<file path="src/rtl/cpu_fetch_pkg.sv">
// Shared definitions for the instruction fetch path.
//   FETCH_FIFO_DEPTH    - number of fetched words decode may leave buffered.
//   DEFAULT_DATA_WIDTH  - default instruction width (matches imem data).
//   DEFAULT_ADDR_WIDTH  - default word-address width (matches imem address).
//   fetch_entry_t       - one buffered {instr, pc} pair at the default widths.
package cpu_fetch_pkg;

  localparam int FETCH_FIFO_DEPTH   = 2;
  localparam int DEFAULT_DATA_WIDTH = 32;
  localparam int DEFAULT_ADDR_WIDTH = 10;

  typedef struct packed {
    logic [DEFAULT_DATA_WIDTH-1:0] instr;
    logic [DEFAULT_ADDR_WIDTH-1:0] pc;
  } fetch_entry_t;

endpackage

</file>
<file path="src/rtl/fetch_fifo.sv">
// Two-entry synchronous FIFO holding fetched {instr, pc} pairs.
// Ports:
//   clk, rst             - clock; asynchronous active-high reset (empties FIFO).
//   push, push_instr/pc  - write one entry at posedge.
//   pop                  - drop the head entry at posedge.
//   flush                - empty the FIFO; wins over push and pop.
//   count                - current occupancy, 0..FETCH_FIFO_DEPTH.
//   head_instr, head_pc  - head entry; forced to 0 when empty.
module fetch_fifo
  import cpu_fetch_pkg::*;
#(
  parameter int DATA_WIDTH = DEFAULT_DATA_WIDTH,
  parameter int ADDR_WIDTH = DEFAULT_ADDR_WIDTH
) (
  input  logic                  clk,
  input  logic                  rst,
  input  logic                  push,
  input  logic [DATA_WIDTH-1:0] push_instr,
  input  logic [ADDR_WIDTH-1:0] push_pc,
  input  logic                  pop,
  input  logic                  flush,
  output logic [1:0]            count,
  output logic [DATA_WIDTH-1:0] head_instr,
  output logic [ADDR_WIDTH-1:0] head_pc
);

  localparam logic [1:0] DEPTH = 2'(FETCH_FIFO_DEPTH);

  logic [DATA_WIDTH-1:0] mem_instr [FETCH_FIFO_DEPTH];
  logic [ADDR_WIDTH-1:0] mem_pc    [FETCH_FIFO_DEPTH];
  logic                  rd_ptr;
  logic                  wr_ptr;
  logic                  do_push;
  logic                  do_pop;

  // Guards keep the pointers consistent even if a caller misbehaves.
  assign do_push = push & (count != DEPTH);
  assign do_pop  = pop & (count != 2'd0);

  always_ff @(posedge clk or posedge rst) begin
    if (rst) begin
      count  <= 2'd0;
      rd_ptr <= 1'b0;
      wr_ptr <= 1'b0;
    end else if (flush) begin
      count  <= 2'd0;
      rd_ptr <= 1'b0;
      wr_ptr <= 1'b0;
    end else begin
      if (do_push) wr_ptr <= wr_ptr + 1'b1;
      if (do_pop)  rd_ptr <= rd_ptr + 1'b1;
      count <= count + {1'b0, do_push} - {1'b0, do_pop};
    end
  end

  // Storage needs no reset: the head is gated by count.
  always_ff @(posedge clk) begin
    if (do_push && !flush) begin
      mem_instr[wr_ptr] <= push_instr;
      mem_pc[wr_ptr]    <= push_pc;
    end
  end

  assign head_instr = (count != 2'd0) ? mem_instr[rd_ptr] : '0;
  assign head_pc    = (count != 2'd0) ? mem_pc[rd_ptr]    : '0;

endmodule

</file>
<file path="src/rtl/instruction_fetch.sv">
// Instruction fetch unit: owns the PC, drives the synchronous instruction
// memory, absorbs its one-cycle read latency and hands {instr, pc} pairs to
// decode.
// Ports:
//   clk, rst                     - clock; asynchronous active-high reset.
//   imem_address                 - word address to imem (straight from fetch_pc).
//   imem_data                    - imem word for the address sampled last posedge.
//   redirect_valid, redirect_pc  - taken branch/jump and its word target.
//   instr_valid, instr_ready     - decode handshake.
//   instr, instr_pc              - fetched word and its word address.
//
// Handshake: a word transfers at a posedge where instr_valid & instr_ready
// are both high. instr_valid never depends on instr_ready, and instr/instr_pc
// stay stable while instr_valid is high and instr_ready is low. A transfer in
// a redirect cycle still completes even though the FIFO is flushed.
module instruction_fetch
  import cpu_fetch_pkg::*;
#(
  parameter int                  DATA_WIDTH = DEFAULT_DATA_WIDTH,
  parameter int                  ADDR_WIDTH = DEFAULT_ADDR_WIDTH,
  parameter logic [ADDR_WIDTH-1:0] RESET_PC = '0
) (
  input  logic                  clk,
  input  logic                  rst,
  output logic [ADDR_WIDTH-1:0] imem_address,
  input  logic [DATA_WIDTH-1:0] imem_data,
  input  logic                  redirect_valid,
  input  logic [ADDR_WIDTH-1:0] redirect_pc,
  output logic                  instr_valid,
  input  logic                  instr_ready,
  output logic [DATA_WIDTH-1:0] instr,
  output logic [ADDR_WIDTH-1:0] instr_pc
);

  localparam logic [1:0] DEPTH = 2'(FETCH_FIFO_DEPTH);

  logic [ADDR_WIDTH-1:0] fetch_pc;
  logic [ADDR_WIDTH-1:0] inflight_pc;
  logic                  inflight_valid;
  logic [1:0]            occ;
  logic [1:0]            slots_used;
  logic                  pop;
  logic                  issue;

  assign pop = instr_valid & instr_ready;

  // Slots claimed after this edge: buffered + arriving - leaving. Issue only
  // when a slot is free for the word that would land one cycle later.
  // occ + inflight never exceeds 3, so two bits suffice.
  assign slots_used = occ + {1'b0, inflight_valid} - {1'b0, pop};
  assign issue      = slots_used < DEPTH;

  always_ff @(posedge clk or posedge rst) begin
    if (rst) begin
      fetch_pc       <= RESET_PC;
      inflight_valid <= 1'b0;
      inflight_pc    <= '0;
    end else if (redirect_valid) begin
      fetch_pc       <= redirect_pc;
      inflight_valid <= 1'b0;
    end else if (issue) begin
      inflight_valid <= 1'b1;
      inflight_pc    <= fetch_pc;
      fetch_pc       <= fetch_pc + 1'b1;
    end else begin
      inflight_valid <= 1'b0;
    end
  end

  assign imem_address = fetch_pc;

  fetch_fifo #(
    .DATA_WIDTH (DATA_WIDTH),
    .ADDR_WIDTH (ADDR_WIDTH)
  ) u_fifo (
    .clk        (clk),
    .rst        (rst),
    .push       (inflight_valid),
    .push_instr (imem_data),
    .push_pc    (inflight_pc),
    .pop        (pop),
    .flush      (redirect_valid),
    .count      (occ),
    .head_instr (instr),
    .head_pc    (instr_pc)
  );

  assign instr_valid = (occ != 2'd0);

endmodule

</file>
<file path="config.mk">
export PLATFORM = sky130hd
export DESIGN_NAME = instruction_fetch
export DESIGN_NICKNAME = d
export VERILOG_FILES = /design/src/rtl/cpu_fetch_pkg.sv /design/src/rtl/fetch_fifo.sv /design/src/rtl/instruction_fetch.sv
export SDC_FILE = /design/constraint.sdc
export NUM_CORES = 1
export LEC_CHECK = 0
export ABC_CLOCK_PERIOD_IN_PS = 4650
export BUFFER_PORTS_ARGS = -buffer_cell sky130_fd_sc_hd__buf_4
export CAP_MARGIN = 15
export CORE_UTILIZATION = 40
export CTS_BUF_LIST = sky130_fd_sc_hd__clkbuf_4 sky130_fd_sc_hd__clkbuf_8 sky130_fd_sc_hd__clkbuf_16
export CTS_CLUSTER_SIZE = 8
export DETAILED_ROUTE_END_ITERATION = 10
export GPL_TIMING_DRIVEN = 0
export PLACE_DENSITY_LB_ADDON = 0.3
export SYNTH_ARGS = -nofsm -noshare
export SYNTH_HDL_FRONTEND = slang
export SYNTH_SLANG_ARGS = --single-unit
export TNS_END_PERCENT = 1
</file>
<file path="constraint.sdc">
create_clock -name clk -period 4.65 [get_ports clk]
set_input_delay 0 -clock clk [delete_from_list [all_inputs] [get_ports clk]]
set_output_delay 0 -clock clk [all_outputs]
set_load 0.03 [all_outputs]
</file>
# Word level (Yosys, flattened, before mapping)
# Memories as Yosys holds them, arrays and structs flattened.
# Cells that the tools add are included.
# classes
addsub,7
order_cmp,1
eq_ne,1
muxes,13
n_bitwise,4
reduce_logical,7
# op_table
cell,n
2-to-1 mux 32 bit,1
2-to-1 mux 10 bit,3
"adder 10 x 1 -> 10 bit, second input constant",1
2-to-1 mux 1 bit,8
nonzero test 2 bit,4
adder 2 x 1 -> 2 bit,2
subtractor 2 x 1 -> 2 bit,2
bitwise AND 1 bit,3
"adder 1 bit, second input constant",2
"< comparator 2 bit, second input constant",1
2-to-1 mux 2 bit,1
"inequality test 2 bit, second input constant",1
AND reduction 2 bit,1
logical AND 1 bit,1
logical NOT 1 bit,1
inverter 1 bit,1
# word_totals
reg_bits,25
mem_bits_rw,84
input_bits,46
wordCells,41
memories,2
# memory_table
name,depth,word_bits,read_ports,rd_ports_with_merged_regs,wr,line,source
u_fifo.mem_instr,2,32,1,0,1,fetch_fifo.sv:29,logic [DATA_WIDTH-1:0] mem_instr [FETCH_FIFO_DEPTH];
u_fifo.mem_pc,2,10,1,0,1,fetch_fifo.sv:30,logic [ADDR_WIDTH-1:0] mem_pc [FETCH_FIFO_DEPTH];

# Longest topological paths before layout
# logic_depth
ltp_word,6
depth_mapped,9

# Cells and area by module
# Synthesis repeated with hierarchy kept, for this count alone.
# unflattened
cells_unflattened,295
area_unflattened_um2,4481.8
# modules_own_cells
mod,n_inst,cells_per_inst,area_each_um2,seq_area_each_um2
fetch_fifo,1,201,3437.0,2622.5
instruction_fetch,1,94,1044.8,525.5

# Least setup slack after synthesis
# Ideal clock, no wire load.
# synth_timing
path_type,reg2reg
start,register u_fifo.count[1]
end,memory u_fifo.mem_instr[0][0] (netlist name) (enable)
setup_time_ns,0.493
arrival_time_ns,3.493
slack_ns,0.664
stages_incl_launch_ff,4
period_less_slack_ns,3.986
path_cell_list,dfrtp_1 > inv_1 > o21ai_0 > nor3_1
# synth_between
elab_chain_cells,5
# synth_rtl
item,line,source
"start, declared",fetch_fifo.sv:22,"output logic [1:0] count,"
"start signal, assigned",fetch_fifo.sv:52,"count <= count + {1'b0, do_push} - {1'b0, do_pop};"
inequality test 2 bit,fetch_fifo.sv:37,assign do_push = push & (count != DEPTH);
bitwise AND 1 bit,fetch_fifo.sv:37,
logical AND 1 bit,fetch_fifo.sv:58,if (do_push && !flush) begin
2-to-1 mux 1 bit,fetch_fifo.sv:58,
2-to-1 mux 1 bit (not written as such),fetch_fifo.sv:59,mem_instr[wr_ptr] <= push_instr;
"end, declared",fetch_fifo.sv:29,
# Every way passes these cells.

# Worst setup path in the final report
# layout_timing
start,register u_fifo.count[1]
end,"register fetch_pc[3], in the netlist imem_address[3]"
# layout_between
elab_chain_cells,5
elab_cells_between_ends,6
classes_between,2 x add/sub; 1 x order compare; 1 x bitwise; 2 x reduce/logical
# layout_rtl
item,line,source
"parallel branches: the longest is 2 deep, another holds adder 2 x 1 -> 2 bit",n/a,
subtractor 2 x 1 -> 2 bit *,instruction_fetch.sv:50,"assign slots_used = occ + {1'b0, inflight_valid} - {1'b0, pop};"
< comparator 2 bit *,instruction_fetch.sv:51,assign issue = slots_used < DEPTH;
nonzero test 2 bit (no line) *,n/a,
"end signal, assigned",instruction_fetch.sv:59,fetch_pc <= redirect_pc;
"end signal, assigned",instruction_fetch.sv:64,fetch_pc <= fetch_pc + 1'b1;
"end, declared",instruction_fetch.sv:37,logic [ADDR_WIDTH-1:0] fetch_pc;
# Mark *: on every way between the ends.
# A chain may end at the register's enable or synchronous reset.

==> results.ini <==
[clock_tree]
ctsResizeCount=0
cts_buffers=9
clockBufferDepth=2
root_buffer=clkbuf_8
cts-htree-levels=3
worstSkewPairLatency_ns=0.36
numClockSinks=109
cts_tree=done
clk_pin_slew_ns=0.10

[power_and_ir_drop]
peakVddDrop_mv=0.2714
power_density_nw_per_um2=545.3
p_leak_nw=2.337

[critical_path]
worst-path-buf-inv=2
cpPeakStageDelay_ns=0.50
path_delay_family=simple AND/OR/NAND/NOR gates
start_kind=flop
slowest_stage=nor2_1
worstPathMaxFanout=10
cp.required_ns=4.93
crit_type=reg2reg
cp-end-kind=flop
critical_path_arrival_ns=3.21
crit_chain=nor2_1, inv_1, and2_1, ha_1, nor2b_1, xor2_2, buf_2, or4_1, a31oi_1

[layout]
syn_to_final_growth_pct=36.22
nets=497
layoutNonFillerInstCount=589
nFillCells=838
seqCellArea_um2=3148
multi_input_area_um2=1160
antennaDiodeCount=0
design_area_um2=5991
layout-drive-gt1-share_pct=30.46

[sta]
period_minus_slack_ns=2.924
rsz0062_at_grt=no
fmaxAchievable_ghz=0.3421
slew-limit-headroom_pct=38.87
fin_skew_ns=0.007723
hold_viol_final=0
tightest_slew_ns=0.9159
drv_slew=0
fin_crit_sh_pct=62.87
setup_viol=0

[grt]
track_usage_pct=15.19
grt_max_degree=29
antenna_found_initial=0
grt_pass1_wl_mm=13.08
grt-ovfl-total=0
grt_pass1_vias=2682

[synth]
synth.avg_cell_area_um2=15.17
synth_cell_type_count=28
ys_seq_area_share_pct=71.58
synth_fp_nets=339
synth_seq_cells=109
ys_warn_count=0
syn_inst=290
syn_area_um2=4398

[die]
fp.dieH_um=106.9
core_area_um2=10510
dieArea_um2=11420
placementRows=37
die_w_um=106.9
initial_core_util_pct=41.85
pin_count=99

[run_status]
outcome=completed

[place]
gp_congestion=0.7715
place_area_um2=5375
dp_cells=529
numPortBuffers=98
dp_hpwl_mm=5.793

[worst_hold_path]
hold_class=in2reg

[route]
via_per_inst=4.810
wl_per_cell_um=14.35
vias=2833
drt_first_iter_violations=117
ant_nets=0
route.detailed.drc=0
detail_route.wirelength_mm=8.452
dr.pass1.iters=7

[run]
max_cap_violations=0

==> through the flow <==
stage | TNS (ns) | hold WS (ns) | total power [mW] | worst slack [ns] | utilization (%)
2_1_floorplan | 0 | 0.02732 | 2.298 | 0.6637 | -
3_3_place_gp | -41.34 | 0.1858 | 2.719 | -0.9874 | 50.47
3_5_place_dp | 0 | 0.1881 | 2.765 | 1.748 | 51.15
4_1_cts | 0 | 0.005759 | 3.300 | 1.722 | 56.91
5_1_grt | 0 | 0.08108 | 3.450 | 1.574 | 57.01
6_report | 0 | 0.07713 | 3.267 | 1.726 | 57.01
==> synth_stat cells <==
master,n,area share [%]
inv_1,9,0.77
xnor2_1,4,0.80
and4_1,1,0.20
nand4_1,2,0.28
or4_1,6,1.0
buf_2,5,0.57
o21ai_0,4,0.46
ha_1,3,0.85
a221o_1,1,0.23
nand3_1,3,0.34
nor3_1,2,0.23
a31oi_1,7,1.0
mux2_4,8,2.7
edfxtp_1,84,57
and3_1,1,0.14
o31ai_1,6,1.0
buf_6,1,0.26
mux2_2,2,0.51
dfrtp_1,25,14
and2_1,1,0.14
o311a_1,1,0.23
clkbuf_1,7,0.60
nand2_1,5,0.43
nor2_1,54,4.6
nor2b_1,2,0.28
xor2_1,1,0.20
xor2_2,2,0.74
mux2i_1,43,9.8
==> worst reg2reg max path, delay by kind of cell (launching register included) <==
family / cells / cell delay (ns)
flops: 1 / 0.43
fa+ha+maj: 1 / 0.29
buf+inv: 2 / 0.33
compound gates: 1 / 0.19
simple gates: 4 / 1.45
xor+xnor: 1 / 0.16
==> sequential cells by signal, indices dropped and copies added (netlist names) <==
name	count
u_fifo.count	2
u_fifo.rd_ptr	1
imem_address	10
u_fifo.mem_instr	64
u_fifo.wr_ptr	1
inflight_pc	10
inflight_valid	1
u_fifo.mem_pc	20
==> metal layers <==
metal / track usage [%] / wire length [um]
met2: 25.53 / 4231
met5: 0 / 0
met3: 3.526 / 330
met1: 19.30 / 3774
met4: 5.284 / 116
==> cells in the final DEF, fill, tap and decap left out, types with 7 or more instances in the layout <==
master	Yosys	layout
clkbuf_8	0	9
mux2_4	8	8
a31oi_1	7	7
mux2i_1	43	43
edfxtp_1	84	84
clkbuf_1	7	7
dfrtp_1	25	25
inv_1	9	9
dlygate4sd3_1	0	44
nor2_1	54	54
buf_4	0	98
==> worst paths after layout <==
path                                            startpoint                             to  slack, ns  cells past startpoint
min in group asynchronous                              rst     inflight_pc[0]$_DFFE_PP0P_       0.41                      3
worst max register to register   u_fifo.count[1]$_DFF_PP0_    imem_address[3]$_DFFE_PP0P_       1.73                      9
max in group asynchronous                              rst       inflight_valid$_DFF_PP0_       3.68                      3
worst max-delay path             u_fifo.count[1]$_DFF_PP0_    imem_address[3]$_DFFE_PP0P_       1.73                      9
worst min register to register  inflight_pc[6]$_DFFE_PP0P_  u_fifo.mem_pc[1][6]$_DFFE_PP_       0.48                      0
worst min-delay path                           instr_ready      u_fifo.rd_ptr$_DFFE_PP0P_       0.08                      4
==> power by group <==
group          switching (mW)  internal, mW  leakage [nW]  total, mW
combinational           0.822         0.560          1.19       1.38
sequential              0.102          1.28          1.06       1.38
clock                   0.297         0.208        0.0844      0.505
total                    1.22          2.05          2.34       3.27
==> final cells by class <==
cell class	count	area share, %
well taps	136	2.840
flip-flops and latches	109	52.55
inverters	9	0.5639
clock buffers	11	2.318
clock inverters	5	0.6057
repair buffers	147	20.72
multi-input cells	159	19.36
plain buffers	13	1.044
==> logic make-up (layout without fill, tap and decap cells) <==
| kind of cell | after synthesis | in the layout | share of synthesized area (%) |
|---|---|---|---|
| flip-flops | 109 | 109 | 71.58 |
| AND/OR/NAND/NOR | 77 | 77 | 7.681 |
| multiplexers | 53 | 53 | 13.03 |
| buffers and inverters | 22 | 185 | 2.191 |
| AO/OA/AOI/OAI | 19 | 19 | 2.930 |
| XOR/XNOR | 7 | 7 | 1.735 |
| adder cells (fa/ha/maj) | 3 | 3 | 0.8536 |
==> what timing repair did <==
action | 4_1_cts | 5_1_grt
hold buffers | 43 | 1
setup buffers | 0 | 0
hold endpoints to repair | 99 | 1
Power figures use the tool's default switching activity.
